===== src/rtl/hazard_sched.sv =====
// hazard_sched -- pipeline hazard scheduler for the 5-stage CPU.
//
// Tracks the destination registers of the instructions in EX, MEM and WB.
// Each cycle it decides whether the instruction in ID issues, stalls or is
// squashed. It also produces registered forwarding selects for the EX-stage
// operand muxes.
//
// Build option: define HAZARD_FWD_EN to enable forwarding. A load-use
// dependency then costs one stall cycle. Without the macro the forwarding
// selects are tied to 00, and any dependency on EX, MEM or WB stalls until
// the producer has retired.
//
// Ports:
//   clk, rst               pipeline clock; synchronous active-high reset
//   id_valid               ID stage holds a real instruction
//   id_rs, id_rt           source register numbers of the ID instruction
//   id_use_rs, id_use_rt   ID instruction reads rs / rt
//   id_wreg, id_wdst       ID instruction writes register id_wdst
//   id_memread             ID instruction is a load
//   id_jump                ID instruction is a jump resolved in ID
//   ex_br_taken            branch in EX resolved taken this cycle
//   stall                  hold PC and IF/ID (combinational)
//   bubble                 load a NOP into ID/EX (combinational)
//   flush_if               replace IF/ID with a NOP at the next edge (combinational)
//   fwd_a, fwd_b           EX operand source: 00 regfile, 01 EX/MEM, 10 MEM/WB (registered)
//   stall_cnt              saturating count of stalled cycles
module hazard_sched #(
  parameter int CNT_W = 16
) (
  input  logic             clk,
  input  logic             rst,
  input  logic             id_valid,
  input  logic [4:0]       id_rs,
  input  logic [4:0]       id_rt,
  input  logic             id_use_rs,
  input  logic             id_use_rt,
  input  logic             id_wreg,
  input  logic [4:0]       id_wdst,
  input  logic             id_memread,
  input  logic             id_jump,
  input  logic             ex_br_taken,
  output logic             stall,
  output logic             bubble,
  output logic             flush_if,
  output logic [1:0]       fwd_a,
  output logic [1:0]       fwd_b,
  output logic [CNT_W-1:0] stall_cnt
);

  typedef struct packed {
    logic       valid;
    logic       wreg;
    logic [4:0] dst;
    logic       load;
  } slot_t;

  slot_t ex_q, mem_q, wb_q, ex_d;
  logic  hazard;

  // A slot produces register r only if it is a live writer; $0 never counts.
  function automatic logic match(input slot_t s, input logic [4:0] r);
    return s.valid & s.wreg & (s.dst == r) & (r != 5'd0);
  endfunction

`ifdef HAZARD_FWD_EN
  // Only a load in EX cannot be forwarded in time; everything else is bypassed.
  assign hazard = id_valid & ex_q.load &
                  ((id_use_rs & match(ex_q, id_rs)) | (id_use_rt & match(ex_q, id_rt)));
`else
  // Without bypassing, the consumer waits until the producer has left WB.
  assign hazard = id_valid &
                  ((id_use_rs & (match(ex_q, id_rs) | match(mem_q, id_rs) | match(wb_q, id_rs))) |
                   (id_use_rt & (match(ex_q, id_rt) | match(mem_q, id_rt) | match(wb_q, id_rt))));
`endif

  // A taken branch outranks any hazard: the ID instruction is wrong-path.
  // A jump only kills its delay-slot fetch once it actually issues.
  always_comb begin
    // NOTE: every output gets a default first so no path leaves it unassigned (no latch).
    stall    = 1'b0;
    bubble   = 1'b0;
    flush_if = 1'b0;
    if (!rst) begin
      if (ex_br_taken) begin
        flush_if = 1'b1;
        bubble   = 1'b1;
      end else if (hazard) begin
        stall  = 1'b1;
        bubble = 1'b1;
      end else if (id_valid && id_jump) begin
        flush_if = 1'b1;
      end
    end
  end

  // Record of the instruction entering EX at this edge; a bubble is an empty slot.
  always_comb begin
    ex_d.valid = id_valid & ~bubble;
    ex_d.wreg  = id_wreg;
    ex_d.dst   = id_wdst;
    ex_d.load  = id_memread;
  end

  always_ff @(posedge clk) begin
    // NOTE: sequential state uses non-blocking assignments so the slot shift reads pre-edge values.
    if (rst) begin
      ex_q      <= '0;
      mem_q     <= '0;
      wb_q      <= '0;
      stall_cnt <= '0;
    end else begin
      wb_q  <= mem_q;
      mem_q <= ex_q;
      ex_q  <= ex_d;
      if (stall && (stall_cnt != '1)) stall_cnt <= stall_cnt + CNT_W'(1);
    end
  end

`ifdef HAZARD_FWD_EN
  logic [1:0] fwd_a_d, fwd_b_d;
  logic       unused_wb;

  // WB results reach EX through the register file, so WB is not tracked for bypass.
  assign unused_wb = ^wb_q;

  // EX is checked first because it holds the youngest value of the register.
  function automatic logic [1:0] fwd_sel(input slot_t ex_s, input slot_t mem_s,
                                         input logic [4:0] r);
    if (match(ex_s, r))  return 2'b01;
    if (match(mem_s, r)) return 2'b10;
    return 2'b00;
  endfunction

  always_comb begin
    fwd_a_d = 2'b00;
    fwd_b_d = 2'b00;
    if (!bubble && id_use_rs) fwd_a_d = fwd_sel(ex_q, mem_q, id_rs);
    if (!bubble && id_use_rt) fwd_b_d = fwd_sel(ex_q, mem_q, id_rt);
  end

  always_ff @(posedge clk) begin
    if (rst) begin
      fwd_a <= 2'b00;
      fwd_b <= 2'b00;
    end else begin
      fwd_a <= fwd_a_d;
      fwd_b <= fwd_b_d;
    end
  end
`else
  assign fwd_a = 2'b00;
  assign fwd_b = 2'b00;
`endif

endmodule


===== config.mk =====
export PLATFORM = sky130hd
export DESIGN_NAME = hazard_sched
export DESIGN_NICKNAME = d
export VERILOG_FILES = /design/src/rtl/hazard_sched.sv
export SDC_FILE = /design/constraint.sdc
export NUM_CORES = 1
export LEC_CHECK = 0
export CAP_MARGIN = 25
export CORE_MARGIN = 2
export CORE_UTILIZATION = 53
export DETAILED_ROUTE_END_ITERATION = 10
export PLACE_DENSITY = 0.95
export SKIP_CTS_REPAIR_TIMING = 1
export SLEW_MARGIN = 40
export SYNTH_ARGS = -nofsm -noshare
export SYNTH_HDL_FRONTEND = slang
export SYNTH_SLANG_ARGS = --single-unit

===== constraint.sdc =====
create_clock -name clk -period 3.3 [get_ports clk]
set_input_delay 0.66 -clock clk [delete_from_list [all_inputs] [get_ports clk]]
set_output_delay 0.66 -clock clk [all_outputs]
set_load 0.01 [all_outputs]

==> results_tabular.tex <==
\begin{tabular}{lr}
\hline
Metric & Value \\
\hline
\multicolumn{2}{l}{\textbf{Status}} \\
\quad Outcome & completed \\
\multicolumn{2}{l}{\textbf{Worst setup path}} \\
\quad CP top delay family & simple AND/OR/NAND/NOR gates \\
\quad Required arrival time at the worst endpoint & about 2.6 ns \\
\quad Endpoint arrival time on the critical path & 2.47 ns \\
\quad Category of the worst setup path launch point & input port \\
\quad Series of cell instances along the critical path & dlymetal6s2s\_1, or4\_1, o21ai\_0, buf\_4, a31oi\_4, or2\_2, a21oi\_1, nor2\_1, dlymetal6s2s\_1 \\
\quad Origin of the critical flop-to-flop path & mem\_q[3] \\
\quad Reg-to-reg endpoint & stall\_cnt[7] \\
\quad Largest stage delay, worst path & 0.55 ns \\
\quad Reg2reg setup slack & 0.81 ns \\
\quad Count of cells along the worst register-to-register path & 10 \\
\quad CP Capture Type & primary output \\
\quad Capturing element of the worst setup path & bubble \\
\quad Crit. path cell count & 9 \\
\quad Worst Path Buf+Inv & 3 \\
\quad Path type of the worst setup path & input port to primary output \\
\quad Critical path peak fanout & 4 \\
\quad Start point of the critical path & id\_rs[1] \\
\quad Slowest stage cell on the critical path & sky130\_fd\_sc\_hd\_\_or4\_1 \\
\quad Library cell appearing most often on the critical path & sky130\_fd\_sc\_hd\_\_dlymetal6s2s\_1 \\
\multicolumn{2}{l}{\textbf{Logic synthesis}} \\
\quad Mean cell area of the mapped netlist & between 9 and 10 µm² \\
\quad Cell count after synthesis & 210 \\
\quad Post-synth design cell area & 0.00190 mm² \\
\quad Warning count from the yosys run & 0 \\
\quad Part of the Yosys area used for sequential elements & 0.390 \\
\quad Number of unique standard cell types used by synthesis & 37 \\
\quad Synth Register Bits & 37 \\
\multicolumn{2}{l}{\textbf{Final layout}} \\
\quad Most common library cell in the layout ignoring fill and taps & sky130\_fd\_sc\_hd\_\_dfxtp\_1 \\
\quad Area growth syn-to-layout & 37.7\% \\
\quad Number of standard cells in the final layout excluding fillers & 318 \\
\quad Total area of multi-input combinational cells & 0.00112 mm² \\
\quad Ant. Diodes & 0 \\
\quad Most frequent cells in the layout & 37 x sky130\_fd\_sc\_hd\_\_dfxtp\_1, 30 x sky130\_fd\_sc\_hd\_\_clkdlybuf4s50\_1, 27 x sky130\_fd\_sc\_hd\_\_xor2\_1 \\
\quad Proportion of layout cells with a drive suffix above 1 & 0.184 \\
\quad Register Area & around 740 µm² \\
\quad FILL cells & 218 \\
\quad Number of nets in the layout & approximately 300 \\
\multicolumn{2}{l}{\textbf{STA}} \\
\quad Worst Hold Margin & 0.503 ns \\
\quad Final Hold Violating Endpoints & 0 \\
\quad Final Cycle Share & 0.947 \\
\quad Setup TNS & 0 ns \\
\quad Worst Clk Skew & 0.00590 ns \\
\quad Count of final setup violators & 0 \\
\quad Fin worst setup slack & between 0.15 and 0.2 ns \\
\quad Minimum period implied by the final worst setup slack & around 3.1 ns \\
\quad RSZ-0062 raised after global routing & no \\
\quad Maximum operating frequency & 320 MHz \\
\quad Number of slew-limit violations in the final report & 0 \\
\multicolumn{2}{l}{\textbf{Route}} \\
\quad Number of nets still failing antenna checks after routing & 0 \\
\quad Number of iterations in the first detailed-routing pass & 5 \\
\quad Post-DR vias/cell & 5.53 \\
\quad Remaining DRCs & 0 \\
\quad Drt initial violations & roughly 100 \\
\quad Detailed-route wire length per cell & 14.9 µm \\
\quad Wire length reported by the detailed router & 4.75 mm \\
\quad Total via count after detailed routing & 1,757 \\
\multicolumn{2}{l}{\textbf{Job}} \\
\quad Max-cap violation count & 0 \\
\multicolumn{2}{l}{\textbf{Floorplan}} \\
\quad Area of the core & about 0.0034 mm² \\
\quad Initial Util & 0.561 \\
\quad Total Die Area & 0.00408 mm² \\
\quad Count of boundary I/O pins & 47 \\
\quad Overall die width & 63.9 µm \\
\quad Standard-cell row count & 21 \\
\quad Die span in y & 63.9 µm \\
\multicolumn{2}{l}{\textbf{Global route}} \\
\quad GRT Overall Usage & 0.236 \\
\quad Total overflow reported by the global router & 0 \\
\quad Wire length of the first global-routing pass & $\sim$7.5 mm \\
\quad Maximum number of pins on one net before global-route repair & 41 \\
\quad Vias in the first global route & 1,647 \\
\quad Initial antenna violation count & 0 \\
\multicolumn{2}{l}{\textbf{Power and ir drop}} \\
\quad Lkg Pwr & 1.06 nW \\
\quad Peak supply drop & between 0.2 and 0.3 mV \\
\quad Power density over the cells & 349 mW/mm² \\
\multicolumn{2}{l}{\textbf{Clocking}} \\
\quad H-tree depth reported by CTS & 2 \\
\quad Num CTS Buffers & 5 \\
\quad Clock transition at the register clock pins on the worst setup and hold paths after CTS & 0.11 ns \\
\quad CTS max path bufs & 2 \\
\quad TritonCTS sink count & 37 \\
\quad Clock tree from TritonCTS & done \\
\quad Insertion delay of the later-clocked pin in the worst-skew pair & approximately 0.35 ns \\
\quad Root buffer cell & sky130\_fd\_sc\_hd\_\_clkbuf\_4 \\
\multicolumn{2}{l}{\textbf{Place}} \\
\quad RD Place Congestion & 0.853 \\
\quad Worst setup timing slack at the placement stage & -0.454 ns \\
\quad Number of port buffers & 41 \\
\quad Placed instance count & 307 \\
\quad Detailed Place HPWL & 3.30 mm \\
\multicolumn{2}{l}{\textbf{Min path}} \\
\quad Worst min-delay path class & register to register \\
\hline
\end{tabular}
cell families (layout without fill, tap and decap cells):
| kind of cell | count (synthesis) | count (layout) | share of synthesized area |
|---|---|---|---|
| other | 1 | 4 | 0.00197 |
| xor gates and xnor gates | 34 | 34 | 0.157 |
| buffers and inverters | 16 | 75 | 0.0441 |
| DFF | 37 | 37 | 0.390 |
| muxes | 3 | 3 | 0.0171 |
| AOI/OAI and AO/OA | 32 | 32 | 0.122 |
| and+or+nand+nor | 86 | 86 | 0.262 |
| adders and majority gates | 1 | 1 | 0.00658 |
registers in the layout, indices dropped and copies added, names as in the netlist:
register,cells
wb_q,7
mem_q,7
ex_q,7
stall_cnt,16
how the worst min path moves through the flow:
stage	startpoint	end	slack [ns]	depth (start not counted)
2_1_floorplan	ex_q[6]	mem_q[6]	0.46	1
3_3_place_gp	mem_q[7]	wb_q[7]	0.47	1
3_5_place_dp	mem_q[6]	wb_q[6]	0.48	1
4_1_cts	mem_q[6]	wb_q[6]	0.50	1
5_1_grt	mem_q[7]	wb_q[7]	0.53	1
6_report	ex_q[6]	mem_q[6]	0.50	1
cell usage after synthesis (all sizes together):
| cell type | instances | area, µm² |
|---|---|---|
| dfxtp | 37 | 741 |
| xor2 | 27 | 236 |
| nor2b | 23 | 144 |
| nor2 | 16 | 60.1 |
| a21oi | 11 | 55.1 |
| nand2 | 7 | 26.3 |
| nand3 | 7 | 35.0 |
| nand4 | 7 | 43.8 |
| nor4 | 7 | 56.3 |
| or4 | 7 | 52.6 |
| xnor2 | 7 | 61.3 |
| buf | 6 | 46.3 |
| clkbuf | 6 | 22.5 |
| o21ai | 6 | 33.8 |
| o31ai | 5 | 37.5 |
| inv | 4 | 15.0 |
| or2 | 4 | 25.0 |
| a31oi | 3 | 48.8 |
| o211ai | 3 | 22.5 |
| or3 | 3 | 18.8 |
| mux2 | 2 | 22.5 |
| nor3 | 2 | 10.0 |
| a311oi | 1 | 8.76 |
| a31o | 1 | 8.76 |
| conb | 1 | 3.75 |
| ha | 1 | 12.5 |
| mux2i | 1 | 10.0 |
| nor3b | 1 | 7.51 |
| o21a | 1 | 7.51 |
| o41ai | 1 | 8.76 |
| or3b | 1 | 8.76 |
| or4b | 1 | 10.0 |
metal layers:
metal / GRT usage / wire (µm) / vias to the layer above
met5: 0 / 0 / -
met4: 0.106 / 84 / 0
met3: 0.0563 / 232 / 7
met2: 0.376 / 2290 / 62
met1: 0.300 / 2150 / 839
li1: - / - / 849
final cells by class:
| class | instances | share of cell area |
|---|---|---|
| multi-input combinational | 160 | 0.426 |
| sequential | 37 | 0.283 |
| timing repair buffer | 63 | 0.229 |
| tap | 46 | 0.0220 |
| clock buffer | 6 | 0.0196 |
| clock inverter | 2 | 0.0143 |
| inverter | 4 | 0.00574 |
where the power goes:
group / leakage [nW] / switching [mW] / internal, mW
Clock: 0.0445 / 0.155 / 0.180
Sequential: 0.301 / 0.0101 / 0.456
Combinational: 0.715 / 0.0525 / 0.0589
metrics by stage:
step                      cell area (µm²)  power (mW)  utilization
final                                2620       0.913        0.772
after global routing                 2620       0.952        0.772
after CTS                            2540       0.912        0.750
after detailed placement             2450       0.582        0.724
after global placement               2450       0.576        0.724
after floorplan                      1910       0.524            -
No activity file was read; power rests on OpenSTA's default activity.
